$ cat config.mk
export PLATFORM = sky130hd
export DESIGN_NAME = read_req_issuer
export DESIGN_NICKNAME = d
export VERILOG_FILES = /design/src/rtl/read_req_issuer.sv
export SDC_FILE = /design/constraint.sdc
export NUM_CORES = 1
export LEC_CHECK = 0
export CORE_ASPECT_RATIO = 1.4
export CORE_MARGIN = 5
export CORE_UTILIZATION = 48
export CTS_CLUSTER_DIAMETER = 150
export DETAILED_ROUTE_END_ITERATION = 10
export PLACE_DENSITY = 0.77
export SYNTH_ARGS = -nofsm -noshare
export SYNTH_HDL_FRONTEND = slang
export SYNTH_SLANG_ARGS = --single-unit
$ cat constraint.sdc
create_clock -name clk -period 3.39 [get_ports clk]
set_input_delay 0.339 -clock clk [delete_from_list [all_inputs] [get_ports clk]]
set_output_delay 0.339 -clock clk [all_outputs]
set_load 0.05 [all_outputs]
$ cat src/rtl/read_req_issuer.sv
// Read request issuer: walks a strided address range, keeps at most MAX_OUTSTANDING
// reads in flight, and checks that in-order responses echo their request address.
module read_req_issuer #(
    parameter int ADDR_WIDTH      = 48,
    parameter int DATA_WIDTH      = 64,
    parameter int LEN_WIDTH       = 16,
    parameter int MAX_OUTSTANDING = 4,
    parameter int STRIDE          = 8
) (
    input  logic                  clk,
    input  logic                  rstn,
    input  logic                  cmd_tvalid,
    output logic                  cmd_tready,
    input  logic [ADDR_WIDTH-1:0] cmd_addr,
    input  logic [LEN_WIDTH-1:0]  cmd_len,
    output logic                  req_addr_tvalid,
    input  logic                  req_addr_tready,
    output logic [ADDR_WIDTH-1:0] req_addr_tdata,
    input  logic                  bak_data_tvalid,
    output logic                  bak_data_tready,
    input  logic [DATA_WIDTH-1:0] bak_data_tdata,
    output logic                  out_tvalid,
    input  logic                  out_tready,
    output logic [DATA_WIDTH-1:0] out_tdata,
    output logic                  busy,
    output logic                  done,
    output logic [15:0]           err_count
);

    localparam int OW = $clog2(MAX_OUTSTANDING + 1);

    typedef enum logic [1:0] {IDLE, ISSUE, DRAIN} state_t;

    state_t                state_q, state_d;
    logic [LEN_WIDTH-1:0]  req_rem_q, req_rem_d;
    logic [LEN_WIDTH-1:0]  resp_rem_q, resp_rem_d;
    logic [OW-1:0]         outstanding_q, outstanding_d;
    logic [ADDR_WIDTH-1:0] next_addr_q, next_addr_d;
    logic [ADDR_WIDTH-1:0] exp_addr_q, exp_addr_d;
    logic                  done_q, done_d;
    logic [15:0]           err_q, err_d;

    logic                  resp_active;
    logic                  req_hs;
    logic                  resp_hs;
    logic                  resp_dec;
    logic                  drop;
    logic                  mismatch;
    logic [DATA_WIDTH-1:0] exp_data;

    assign resp_active     = (resp_rem_q != '0);
    assign req_addr_tvalid = (state_q == ISSUE) && (req_rem_q != '0)
                             && (outstanding_q < OW'(MAX_OUTSTANDING));
    assign req_addr_tdata  = next_addr_q;
    assign req_hs          = req_addr_tvalid && req_addr_tready;

    // Responses pass straight through while some are still owed; otherwise they are sunk.
    assign bak_data_tready = resp_active ? out_tready : 1'b1;
    assign out_tvalid      = resp_active && bak_data_tvalid;
    assign out_tdata       = bak_data_tdata;
    assign resp_hs         = resp_active && bak_data_tvalid && out_tready;
    assign resp_dec        = resp_hs && (outstanding_q != '0);
    assign drop            = !resp_active && bak_data_tvalid;

    // Size cast zero-extends or truncates the expected address to the data width.
    assign exp_data        = DATA_WIDTH'(exp_addr_q);
    assign mismatch        = resp_hs && (bak_data_tdata != exp_data);

    assign cmd_tready      = (state_q == IDLE);
    assign busy            = (state_q != IDLE);
    assign done            = done_q;
    assign err_count       = err_q;

    always_comb begin
        state_d       = state_q;
        req_rem_d     = req_rem_q;
        resp_rem_d    = resp_rem_q;
        outstanding_d = outstanding_q;
        next_addr_d   = next_addr_q;
        exp_addr_d    = exp_addr_q;
        done_d        = 1'b0;
        err_d         = err_q;

        if (req_hs) begin
            next_addr_d = next_addr_q + ADDR_WIDTH'(STRIDE);
            req_rem_d   = req_rem_q - LEN_WIDTH'(1);
        end
        if (resp_hs) begin
            exp_addr_d = exp_addr_q + ADDR_WIDTH'(STRIDE);
            resp_rem_d = resp_rem_q - LEN_WIDTH'(1);
        end
        if (req_hs && !resp_dec) begin
            outstanding_d = outstanding_q + OW'(1);
        end else if (!req_hs && resp_dec) begin
            outstanding_d = outstanding_q - OW'(1);
        end
        if ((mismatch || drop) && (err_q != 16'hFFFF)) begin
            err_d = err_q + 16'd1;
        end

        case (state_q)
            IDLE: begin
                if (cmd_tvalid) begin
                    if (cmd_len == '0) begin
                        done_d = 1'b1;
                    end else begin
                        state_d       = ISSUE;
                        req_rem_d     = cmd_len;
                        resp_rem_d    = cmd_len;
                        outstanding_d = '0;
                        next_addr_d   = cmd_addr;
                        exp_addr_d    = cmd_addr;
                    end
                end
            end
            ISSUE, DRAIN: begin
                if (state_q == ISSUE && req_hs && req_rem_q == LEN_WIDTH'(1)) begin
                    state_d = DRAIN;
                end
                if (resp_hs && resp_rem_q == LEN_WIDTH'(1)) begin
                    state_d       = IDLE;
                    done_d        = 1'b1;
                    req_rem_d     = '0;
                    outstanding_d = '0;
                end
            end
            default: state_d = IDLE;
        endcase
    end

    always_ff @(posedge clk or negedge rstn) begin
        if (!rstn) begin
            state_q       <= IDLE;
            req_rem_q     <= '0;
            resp_rem_q    <= '0;
            outstanding_q <= '0;
            next_addr_q   <= '0;
            exp_addr_q    <= '0;
            done_q        <= 1'b0;
            err_q         <= '0;
        end else begin
            state_q       <= state_d;
            req_rem_q     <= req_rem_d;
            resp_rem_q    <= resp_rem_d;
            outstanding_q <= outstanding_d;
            next_addr_q   <= next_addr_d;
            exp_addr_q    <= exp_addr_d;
            done_q        <= done_d;
            err_q         <= err_d;
        end
    end

endmodule
### Word level (Yosys, flattened, before mapping)

Cells that the tools add are included.

| operators by class | value |
|---|---|
| $lt $le $gt $ge | 1 |
| equality and inequality tests | 9 |
| reductions and logical operators | 26 |
| $add $sub $neg | 7 |
| mux-type cells | 33 |

Operators by type and width:

| kind | number |
|---|---|
| 48-bit two-way mux | 8 |
| 16-bit two-way mux | 8 |
| 48-bit by 4-bit adder with 48-bit output (second input constant) | 2 |
| 64-bit by 48-bit != test with 1-bit output | 1 |
| 16-bit by 1-bit == test with 1-bit output (second input constant) | 2 |
| 16-bit case mux with 2 select lines | 1 |
| 16-bit nonzero test | 2 |
| 16-bit by 1-bit subtractor with 16-bit output (second input constant) | 2 |
| 16-bit by 1-bit adder with 16-bit output (second input constant) | 1 |
| 16-bit zero test | 1 |
| 16-bit != test (second input constant) | 1 |
| 3-bit two-way mux | 5 |
| 1-bit logical AND | 14 |
| 2-bit two-way mux | 4 |
| 3-bit case mux with 2 select lines | 1 |
| 1-bit two-way mux | 4 |
| 2-bit != test (second input constant) | 2 |
| 2-bit case mux with 2 select lines | 1 |
| 3-bit by 1-bit adder with 3-bit output (second input constant) | 1 |
| 1-bit zero test | 3 |
| 3-bit < comparator (second input constant) | 1 |
| 3-bit != test (second input constant) | 1 |
| 3-bit AND reduction | 1 |
| 3-bit nonzero test | 1 |
| other kinds (8) | 8 |

| word-level totals | value |
|---|---|
| word-level logic and storage cells | 84 |
| output and inout bits | 134 |
| flip-flop bits (word level) | 150 |

### Longest topological paths before layout

| depth | value |
|---|---|
| depth after elaboration | 11 |
| gate-level depth with buffers | 11 |
| gate-level depth less buffers | 9 |

### Least setup slack after synthesis

No wires, ideal clock.

| timing | value |
|---|---|
| path kind | register -> output |
| from | reg req_rem_q[0] |
| to | out req_addr_tvalid |
| slack | 0.797 ns |
| cell stages (with the launch flop) | 7 |
| data arrival time | 2.254 ns |
| path through | dfrtp_1 inv_1 ha_1 nor3b_1 and4_1 clkbuf_1 nor3b_1 |

| on the way | value |
|---|---|
| longest elaborated chain between the ends | 3 |

Ends and longest elaborated chain:

| element | line | RTL |
|---|---|---|
| from (decl) | 35 | `logic [LEN_WIDTH-1:0] req_rem_q, req_rem_d;` |
| from (signal assigned) | 143 | `req_rem_q <= req_rem_d;` |
| 16-bit nonzero test | 52 | `assign req_addr_tvalid = (state_q == ISSUE) && (req_rem_q != '0)` |
| 1-bit logical AND | 52 |  |
| 1-bit logical AND | 53 | `&& (outstanding_q < OW'(MAX_OUTSTANDING));` |
| to (decl) | 16 | `output logic req_addr_tvalid,` |

Every way passes these cells.

### Worst setup path in the final report

| timing | value |
|---|---|
| from | reg resp_rem_q[2] |
| to | out bak_data_tready |

| on the way | value |
|---|---|
| longest elaborated chain between the ends | 2 |

Ends and longest elaborated chain:

| element | line | RTL |
|---|---|---|
| from (decl) | 36 | `logic [LEN_WIDTH-1:0] resp_rem_q, resp_rem_d;` |
| from (signal assigned) | 144 | `resp_rem_q <= resp_rem_d;` |
| 16-bit nonzero test | 51 | `assign resp_active = (resp_rem_q != '0);` |
| 1-bit two-way mux | 58 | `assign bak_data_tready = resp_active ? out_tready : 1'b1;` |
| to (decl) | 20 | `output logic bak_data_tready,` |

Every way passes these cells.

==> reports/results.ini <==
[sta]
final-setup-viol-count = 0
slew_headroom_pct = 17.50
whs_ns = 0.4656
final.period_utilization_pct = 92.09
fin_crit_ns = 3.122
grt_setup_unrepaired = false
worst_pin_slew_ns = 1.237
slew_violations = 0
hold_violations = 0
fin_ws_ns = 0.2682
max_freq_mhz = 320.3
skew_ns = 0.01082

[die]
rows = 59
initial_core_util_pct = 48.28
die_area_sq_um = 21430
core_sq_um = 18460
die_y_um = 171.2
io_pins = 268
die_w_um = 125.1

[pwr]
power.leakage_nw = 4.611
peakVddDrop_mv = 0.6935
p_per_area_nw_per_um2 = 875.5

[critical_path]
end_kind = output pin
critPathKind = register to output pin
cp_data_arrival_time_ns = 2.78
path_max_fanout = 7
cp.required_ns = 3.05
cp-start-kind = register

[place]
pre_cts_slack_ns = -0.2756
dp_hpwl_mm = 21.23
portBuffers = 267
gp_congestion = 0.9296

[synthesis]
synth_area_leaders = dfrtp_1 41%, xor2_1 9.9%, xnor2_1 7.8%
seq_area_frac_synth_pct = 41.29
syn_nets = 1139
synth.avg_cell_area_sq_um = 8.982
synth_area_sq_um = 8910
ys_types = 56
synthArstFlopShare_pct = 100.0
synth_edf_count = 0
yosysMostFrequentCell = dfrtp_1
ys_ff_latch = 147
synthFlopType = dfrtp_1
netlist_top_cells_count = 147 x dfrtp_1, 119 x nor2_1, 104 x a21oi_1
synth_top_area_cell = dfrtp_1
synthCells = 992
yosysTopAreaCellShare_pct = 41.29
yosysWarnings = 0

[status]
status = complete, no violations

[layout]
drive_above_1_share_pct = 5.819
area_growth_pct = 34.26
final_net_count = 1338
antenna_cells = 0

[cts]
cts_tree = yes
cts_setup_buffers = 0
insertion_delay_ns = 0.43
cts_made_buffers = 17
path_clk_slew_ns = 0.06
htree_levels = 4
cts.path.max_buffers = 2
cts.sinks = 147
root_buffer = clkbuf_16

[min_path]
hp-class = input pin to asynchronous set/reset pin

[global_routing]
grt_max_degree = 87
first_global_vias = 8030
grt_overflow_total = 0
grt_usage_pct = 25.16
antenna_found_initial = 0
grt_pass1_wl_mm = 42.68

[route]
ant_nets = 0
via_count = 7934
drtIter0Drc = 519
dr.pass1.iters = 5
drt_wl_total_mm = 27.60
wl_per_cell_um = 19.07
via_per_inst = 5.483
drcViolationCount = 0

[job]
cap_violations = 0

kinds of logic after synthesis:
family          count (synthesis)  synth area share [%]
mux                             7                0.8566
flops                         147                 41.29
compound gates                142                 8.412
fa+ha+maj                      13                 1.826
xor+xnor                      180                 17.69
buf+inv                       123                 8.257
simple gates                  380                 21.67
cells in the final DEF, fill, tap and decap left out, types with 5 or more instances in the layout:
| cell type | synthesis | layout |
|---|---|---|
| or3_1 | 6 | 6 |
| clkdlybuf4s50_1 | 0 | 266 |
| dfrtp_1 | 147 | 147 |
| nand3_1 | 57 | 56 |
| o21ai_0 | 21 | 21 |
| a21oi_1 | 104 | 104 |
| xnor2_1 | 79 | 79 |
| nor3_1 | 16 | 16 |
| and4_1 | 6 | 6 |
| and2_1 | 7 | 7 |
| buf_4 | 68 | 11 |
| a31oi_1 | 6 | 6 |
| inv_1 | 21 | 21 |
| ha_1 | 13 | 13 |
| or4_1 | 6 | 6 |
| nand2_1 | 65 | 65 |
| nand4_1 | 21 | 21 |
| nor2_1 | 119 | 119 |
| and3_1 | 24 | 24 |
| xor2_1 | 101 | 101 |
| nor4_1 | 25 | 24 |
| clkbuf_16 | 0 | 17 |
| mux2_2 | 5 | 5 |
repair_timing:
action | in CTS | in global routing
hold endpoints to repair | 58 | 0
hold buffers | 1 | 0
endpoints found under the setup margin | 0 | 16
gates resized for setup | 0 | 1
final cells by class:
cell class | count | area [sq um]
clock inverters | 12 | 106.4
inverters | 21 | 78.83
clock buffers | 19 | 452.9
flip-flops and latches | 147 | 3679
well taps | 244 | 305.3
fillers | 1553 | 6492
multi-input cells | 722 | 4514
repair buffers | 282 | 2826
layer usage:
metal / GRT usage [%] / up-vias / wire (um) / part of all wire [%]
li1: - / 3737 / - / -
met1: 28.60 / 3864 / 10450 / 38
met2: 46.62 / 284 / 14780 / 54
met3: 5.033 / 49 / 1547 / 5.6
met4: 9.575 / 0 / 825 / 3.0
met5: 0 / - / 0 / 0
state kept, by name, indices dropped and copies added (netlist names):
| register | count |
|---|---|
| req_addr_tdata | 47 |
| exp_addr_q | 46 |
| err_count | 16 |
| req_rem_q | 16 |
| resp_rem_q | 16 |
| outstanding_q | 3 |
| state_q | 2 |
| done | 1 |
through the flow:
stage | setup TNS [ns] | std cells | total power [W] | util, % | cell area, sq um
floorplan | 0 | 992 | 0.006904 | - | 8910
detailed placement | -3.328 | 1415 | 0.008655 | 61.70 | 11390
global placement | -2.513 | 1415 | 0.008535 | 61.70 | 11390
finish | 0 | 1447 | 0.01047 | 64.82 | 11960
global route | 0 | 1447 | 0.01106 | 64.82 | 11960
CTS | 0 | 1447 | 0.01050 | 64.79 | 11960
final timing paths:
check	startpoint	end	slack, ns	depth (start not counted)
setup reg to reg	exp_addr_q[30]$_DFF_PN0_	err_count[1]$_DFFE_PN0P_	0.31	6
max in group asynchronous	rstn	req_addr_tdata[5]$_DFF_PN0_	2.06	3
min in group clk	err_count[4]$_DFFE_PN0P_	err_count[4]$_DFFE_PN0P_	0.49	1
hold reg to reg	err_count[4]$_DFFE_PN0P_	err_count[4]$_DFFE_PN0P_	0.49	1
hold / removal	rstn	req_rem_q[1]$_DFF_PN0_	0.47	2
setup / recovery	resp_rem_q[2]$_DFF_PN0_	bak_data_tready	0.27	4
critical path, cell delays in order, from the launching register on:
cell and delay (ns):
dfrtp_1 0.43, or4_1 0.65, nand4bb_4 0.31, nand2b_1 0.12, clkdlybuf4s50_1 0.85
power breakdown:
group / switching [W] / leakage, nW / total [W] / internal [W]
sequential: 0.00101 / 1.70 / 0.00355 / 0.00254
combinational: 0.00311 / 2.64 / 0.00513 / 0.00202
clock: 0.000751 / 0.267 / 0.00179 / 0.00104
No activity file was read; power rests on OpenSTA's default activity.
